`src/rtl/uart_rx.sv`:
```
// uart_rx: 8N1 asynchronous serial receiver with an internal baud counter.
// The line is sampled at mid-bit, with no re-synchronisation inside a frame.
// It returns to IDLE at mid-stop-bit, so a start bit that follows the stop
// bit with no gap is still caught.
//
// state | meaning
// IDLE  | line idle, waiting for a falling edge
// START | timing to mid start bit; a high sample here is a glitch
// DATA  | sampling 8 data bits, one every BIT_CNT cycles, LSB first
// STOP  | sampling the stop bit; high = good frame, low = framing error
`timescale 1ns/1ps
module uart_rx #(
    parameter int CLK_FREQ = 50000000,
    parameter int BAUD     = 9600
) (
    input  logic       clk,
    input  logic       rst_n,
    input  logic       rx,
    output logic [7:0] rx_data,
    output logic       rx_done,
    output logic       frame_err,
    output logic       busy
);
    localparam int BIT_CNT = CLK_FREQ / BAUD;
    localparam int HALF    = BIT_CNT / 2;
    localparam int CW      = (BIT_CNT > 1) ? $clog2(BIT_CNT) : 1;
    localparam logic [CW-1:0] HALF_M1 = CW'(HALF - 1);
    localparam logic [CW-1:0] FULL_M1 = CW'(BIT_CNT - 1);

    typedef enum logic [1:0] {IDLE, START, DATA, STOP} state_t;

    state_t        state, state_nxt;
    logic          rx_m, rx_s, rx_d;
    logic          fall;
    logic [CW-1:0] cnt;
    logic [2:0]    bit_idx;
    logic [7:0]    shift;
    logic          half_hit, full_hit, sample;

    assign fall     = rx_d & ~rx_s;
    assign half_hit = (cnt == HALF_M1);
    assign full_hit = (cnt == FULL_M1);
    assign sample   = ((state == START) && half_hit) ||
                      (((state == DATA) || (state == STOP)) && full_hit);

    // Two-flop synchronizer plus one delay flop for falling-edge detection.
    always_ff @(posedge clk or negedge rst_n) begin
        if (!rst_n) begin
            rx_m <= 1'b1;
            rx_s <= 1'b1;
            rx_d <= 1'b1;
        end else begin
            rx_m <= rx;
            rx_s <= rx_m;
            rx_d <= rx_s;
        end
    end

    // FSM state register.
    always_ff @(posedge clk or negedge rst_n) begin
        if (!rst_n) state <= IDLE;
        else        state <= state_nxt;
    end

    // FSM next-state logic.
    always_comb begin
        state_nxt = state;
        case (state)
            IDLE:  if (fall) state_nxt = START;
            START: if (half_hit) state_nxt = rx_s ? IDLE : DATA;
            DATA:  if (full_hit && (bit_idx == 3'd7)) state_nxt = STOP;
            STOP:  if (full_hit) state_nxt = IDLE;
            default: state_nxt = IDLE;
        endcase
    end

    // FSM outputs.
    always_comb begin
        busy = (state != IDLE);
    end

    // Baud counter, bit index, shift register and registered result/pulses.
    always_ff @(posedge clk or negedge rst_n) begin
        if (!rst_n) begin
            cnt       <= '0;
            bit_idx   <= 3'd0;
            shift     <= 8'h00;
            rx_data   <= 8'h00;
            rx_done   <= 1'b0;
            frame_err <= 1'b0;
        end else begin
            rx_done   <= 1'b0;
            frame_err <= 1'b0;
            if ((state == IDLE) || (state_nxt != state) || sample)
                cnt <= '0;
            else
                cnt <= cnt + 1'b1;
            if ((state == START) && half_hit)
                bit_idx <= 3'd0;
            if ((state == DATA) && full_hit) begin
                shift[bit_idx] <= rx_s;
                bit_idx        <= bit_idx + 3'd1;
            end
            if ((state == STOP) && full_hit) begin
                if (rx_s) begin
                    rx_data <= shift;
                    rx_done <= 1'b1;
                end else begin
                    frame_err <= 1'b1;
                end
            end
        end
    end
endmodule

```
`config.mk`:
```
export PLATFORM = sky130hd
export DESIGN_NAME = uart_rx
export DESIGN_NICKNAME = d
export VERILOG_FILES = /design/src/rtl/uart_rx.sv
export SDC_FILE = /design/constraint.sdc
export NUM_CORES = 1
export LEC_CHECK = 0
export CAP_MARGIN = 25
export CORE_MARGIN = 3
export CORE_UTILIZATION = 33
export CTS_BUF_LIST = sky130_fd_sc_hd__clkbuf_16
export DETAILED_ROUTE_END_ITERATION = 16
export PLACE_DENSITY = 0.58
export REMOVE_ABC_BUFFERS = 1
export SLEW_MARGIN = 30
export SYNTH_ARGS = -nofsm -noshare
export SYNTH_HDL_FRONTEND = slang
export SYNTH_SLANG_ARGS = --single-unit
```
`constraint.sdc`:
```
create_clock -name clk -period 2.1 [get_ports clk]
set_input_delay 0.525 -clock clk [delete_from_list [all_inputs] [get_ports clk]]
set_output_delay 0.525 -clock clk [all_outputs]
set_load 0.02 [all_outputs]
```
### Yosys cells after proc, flatten, opt, wreduce, memory -nomap -nowiden

Cells that the tools add are included.

* register bits after elaboration: 39
* output and inout bits: 11
* word-level logic and storage cells: 53

* $add $sub $neg: 2
* order comparisons: 2
* equal/unequal tests: 7
* multiplexer cells: 16
* bitwise gates (word level): 2
* reductions and logical operators: 14

Operator list (number)
* 13-bit by 1-bit adder with 13-bit output (second input constant): 1
* 13-bit by 12-bit equality test with 1-bit output (second input constant): 1
* 13-bit equality test (second input constant): 1
* 13-bit 2-to-1 mux: 1
* 2-bit 2-to-1 mux: 5
* 8-bit bitwise mux: 1
* 2-bit case mux with 4 select lines: 1
* 1-bit logical AND: 6
* 3-bit 2-to-1 mux: 2
* 1-bit 2-to-1 mux: 5
* 2-bit equality test (second input constant): 2
* 1-bit logical OR: 4
* 3-bit by 4-bit < comparator with 1-bit output (second input constant): 1
* 2-bit nonzero test: 2
* 3-bit by 1-bit adder with 3-bit output (second input constant): 1
* 1-bit demux with 3-bit select: 1
* 3-bit equality test (second input constant): 1
* 3-bit by 1-bit >= comparator with 1-bit output (second input constant): 1
* 2-bit by 1-bit equality test with 1-bit output (second input constant): 1
* 2-bit zero test: 1
* 2-bit != test: 1
* 2-bit AND reduction: 1
* 1-bit bitwise AND: 1
* 1-bit NOT: 1

### Depth between registers and ports, before layout

Gate-level depths: netlist of run 1.

* word-level depth: 8
* gate-level depth with buffers: 6
* gate-level depth less buffers: 5

### Worst setup path before layout of run 1

No wires, ideal clock.

* path type: register to register
* from: register cnt[7]
* to: register shift[2]
* setup time: 0.125 ns
* data arrival time: 1.635 ns
* data required time: 1.975 ns
* path slack: 0.341 ns
* cell stages (with the launch flop): 7
* buffers on the path: 2
* period minus slack after synthesis: 1.759 ns
* cells stage by stage: dfrtp_1 -> buf_2 -> nor4b_4 -> nand4_4 -> buf_6 -> nor3_2 -> mux2_2

* longest elaborated chain between the ends: 2

Ends and longest elaborated chain
* start, declared: RTL line 35 `logic [CW-1:0] cnt;`
* start signal, assigned: RTL line 97 `cnt <= cnt + 1'b1;`
* 13-bit equality test: RTL line 42 `assign full_hit = (cnt == FULL_M1);`
* 1-bit logical AND: RTL line 100 `if ((state == DATA) && full_hit) begin`
* end signal, assigned by index: RTL line 101 `shift[bit_idx] <= rx_s;`
* end, declared: RTL line 37 `logic [7:0] shift;`

No other way between the ends.
A chain may end at the register's enable or synchronous reset.

### Final worst setup path of run 1

* from: register state[1]
* to: output port busy

* longest elaborated chain between the ends: 1

Ends and longest elaborated chain
* start, declared: RTL line 32 `state_t state, state_nxt;`
* start signal, assigned: RTL line 62 `else state <= state_nxt;`
* 2-bit nonzero test: RTL line 79 `busy = (state != IDLE);`
* end, declared: RTL line 22 `output logic busy`

No other way between the ends.

==> results of run 1 <==
[routing by layer]
metal / vias to the layer above / global-route usage [%] / share of wire (%)
met5: - / 0 / 0
met4: 0 / 4.054 / 0.79
met2: 22 / 19.21 / 48
li1: 598 / - / -
met1: 589 / 14.38 / 47
met3: 4 / 3.812 / 4.1
[cells by family after synthesis]
kind of cell,count (synthesis)
AOI/OAI and AO/OA,12
adders and majority gates,3
and+or+nand+nor,68
buffers and inverters,10
xor gates and xnor gates,11
muxes,16
DFF,39
[through the flow]
| step | instance area [um^2] | hold slack, ns | power (mW) | setup WS, ns |
|---|---|---|---|---|
| after floorplan | 1795 | 0.2294 | 0.9826 | 0.1989 |
| after global placement | 2053 | 0.3457 | 1.050 | 0.2453 |
| after detailed placement | 2053 | 0.3496 | 1.061 | 0.2224 |
| after CTS | 2198 | 0.3174 | 1.805 | 0.06784 |
| after global routing | 2198 | 0.3395 | 1.861 | 0.03019 |
| final | 2198 | 0.2951 | 1.774 | 0.07814 |
[final timing paths]
kind | start | end | cells after the start
setup reg to reg | cnt[7] | shift[5] | 4
setup / recovery | state[1] | busy | 2
hold / removal | rst_n | shift[4] | 2
min in group clk | rx_m | rx_s | 0
hold reg to reg | rx_m | rx_s | 0
max in group asynchronous | rst_n | rx_d | 2
[layout by cell type (no fill, tap or decap), types with 2 or more instances in the layout]
cell type	instances
clkinvlp_4	2
nor2_1	16
dfrtp_1	36
mux2_2	16
ha_1	3
inv_1	4
buf_4	6
nor3_1	9
nor4_1	3
nand4_1	3
nand3_1	6
clkbuf_16	5
nand2_1	14
clkdlybuf4s50_1	12
xnor2_1	8
and4bb_2	2
o211ai_1	7
nor3_2	2
xor2_1	3
dfstp_2	3
nor2b_1	3
[layout make-up]
type / count / area, um^2
clock buffer: 5 / 125.1
clock inverter: 3 / 20.02
fill: 497 / 3039
inverter: 4 / 15.01
multi-input combinational: 110 / 800.8
sequential: 39 / 979.7
tap: 70 / 87.58
timing repair buffer: 19 / 170.2
[state kept, by name, summed over array words and instances, names as in the netlist]
register,count
cnt,13
rx_data,8
shift,8
bit_idx,3
state,2
frame_err,1
rx_d,1
rx_done,1
rx_m,1
rx_s,1
[power by group through the flow]
stage               sequential (mW)  combinational (mW)  clock [mW]
finish                        0.863               0.179       0.732
global route                  0.870               0.202       0.789
CTS                           0.865               0.185       0.755
detailed placement            0.878               0.183           0
global placement              0.874               0.176           0
floorplan                     0.866               0.116           0
==> impl_metrics.yaml, run 1 <==
run_status:
  status: "complete, no violations"
cells_and_area:
  area_growth_syn_to_layout_pct: 20.10
  fin_nets: 185
  utilization_pct: 41.97
  layout-drive-gt1-share_pct: 23.33
  stdcell_count: 250
  diodes: 0
clocking:
  cts_resized: 0
  clk-insertion-delay-late_ns: 0.28
  cts_hold_buf: 0
  cts_tree: "built"
  ctsLongestPathBuffers: 2
  clock-sinks: 39
  cts_setup_buffers: 0
  htree_num_levels: 2
  clk_pin_slew_ns: 0.06
  cts_root_buf: "clkbuf_16"
  cts_inserted_buffers: 5
yosys:
  synth_top_area_share_pct: 49.21
  syn_area_um2: 1831
  synth_edf_count: 0
  synth_top_family_by_area: "simple AND/OR/NAND/NOR gates"
  synth_area_leaders: "dfrtp_1, mux2_2, dfstp_2"
  synth_seq_cells: 39
  synthTopCellsByCount: "dfrtp_1, mux2_2, nor2_1, nand2_1, nor3_1"
  avgSynthCellArea_um2: 11.51
  synthMuxAreaShare_pct: 9.843
  yosysSeqAreaShare_pct: 53.52
  synth_warnings: 0
  yosysMostFrequentCell: "dfrtp_1"
  postSynthCellCount: 159
  synthArstFlopShare_pct: 100.0
  synth-xor-area-share_pct: 5.263
  synthSimpleGateAreaFrac_pct: 21.74
  synth-adder-area-share_pct: 2.051
  synth_top_area_cell: "dfrtp_1"
  synth_compound_area_share_pct: 4.853
  synth.distinct_cells: 36
  synthFlopType: "dfrtp_1"
timing:
  rsz0062_at_grt: "false"
  fin_tns_setup_ns: 0
  relSlewSlack_pct: 65.42
  clock.fmax_mhz: 494.6
  tightestPinTransition_ns: 0.5114
  setup_viol: 0
  maxSlewViolCount: 0
  finalCritPeriodShare_pct: 96.28
  min_period_ns: 2.022
  finalHoldViolCount: 0
  final.setup_skew_ns: 0.005906
global_route:
  grt_overflow_total: 0
  grtUsageTotal_pct: 11.70
  antenna_found_initial: 0
  grt_pass1_vias: 1264
  grt_max_degree: 40
  grt_pass1_wl_um: 5851
power:
  p_seq_share_pct: 48.7
  swShare_pct: 25.55
  p_leak_nw: 0.9134
  ir_worst_vdd_uv: 438.6
  combPwrFrac_pct: 10.1
  power_density_nw_per_um2: 807.0
  p_int_mw: 1.321
  p_sw_uw: 453.2
  power_frac_clock_pct: 41.3
floorplan:
  dieArea_um2: 6477
  initial_utilization_pct: 34.95
  die_h_um: 80.48
  core_area_um2: 5238
  ios: 14
  die_w_um: 80.48
  rows: 26
worst_setup_path:
  r2r_setup_slack_ns: 0.24
  endpoint_kind: "output port"
  worstPathArrival_ns: 1.50
  slowest_stage: "clkdlybuf4s50_1"
  cp_max_fo: 2
  crit_buf_inv: 1
  cpLargestDelayFamily: "buffers and inverters"
  cp.required_ns: 1.57
  worstSetupPathType: "reg -> out"
  max_stage_delay_ns: 0.54
  crit_chain: "or2_2 > clkdlybuf4s50_1"
  cp-start-kind: "register"
place:
  dpl.hpwl_um: 2304
  routabilityCongestion: 0.7727
  dp.cells: 242
  io_buffer_count: 13
route:
  drt_pre_antenna_iters: 6
  drc: 0
  drt_iter0_drc: 38
  viasPerCell: 4.852
  routed_wl_um: 3306
  ant_nets: 0
  post_drt_wl_per_cell_um: 13.22
  vias: 1213
worst_hold_path:
  hold_class: "in -> async"
flow_run:
  drv_cap: 0
Power figures use the tool's default switching activity.
==> inputs of run 2 (changes only) <==
--- a/config.mk
+++ b/config.mk
@@ -10,9 +10,10 @@
 export CORE_UTILIZATION = 33
 export CTS_BUF_LIST = sky130_fd_sc_hd__clkbuf_16
 export DETAILED_ROUTE_END_ITERATION = 16
+export GPL_ROUTABILITY_DRIVEN = 0
 export PLACE_DENSITY = 0.58
 export REMOVE_ABC_BUFFERS = 1
-export SLEW_MARGIN = 30
+export SLEW_MARGIN = 20
 export SYNTH_ARGS = -nofsm -noshare
 export SYNTH_HDL_FRONTEND = slang
 export SYNTH_SLANG_ARGS = --single-unit
==> results of run 2 <==
The final DEF is identical to that of run 1; final timing and power are the same.
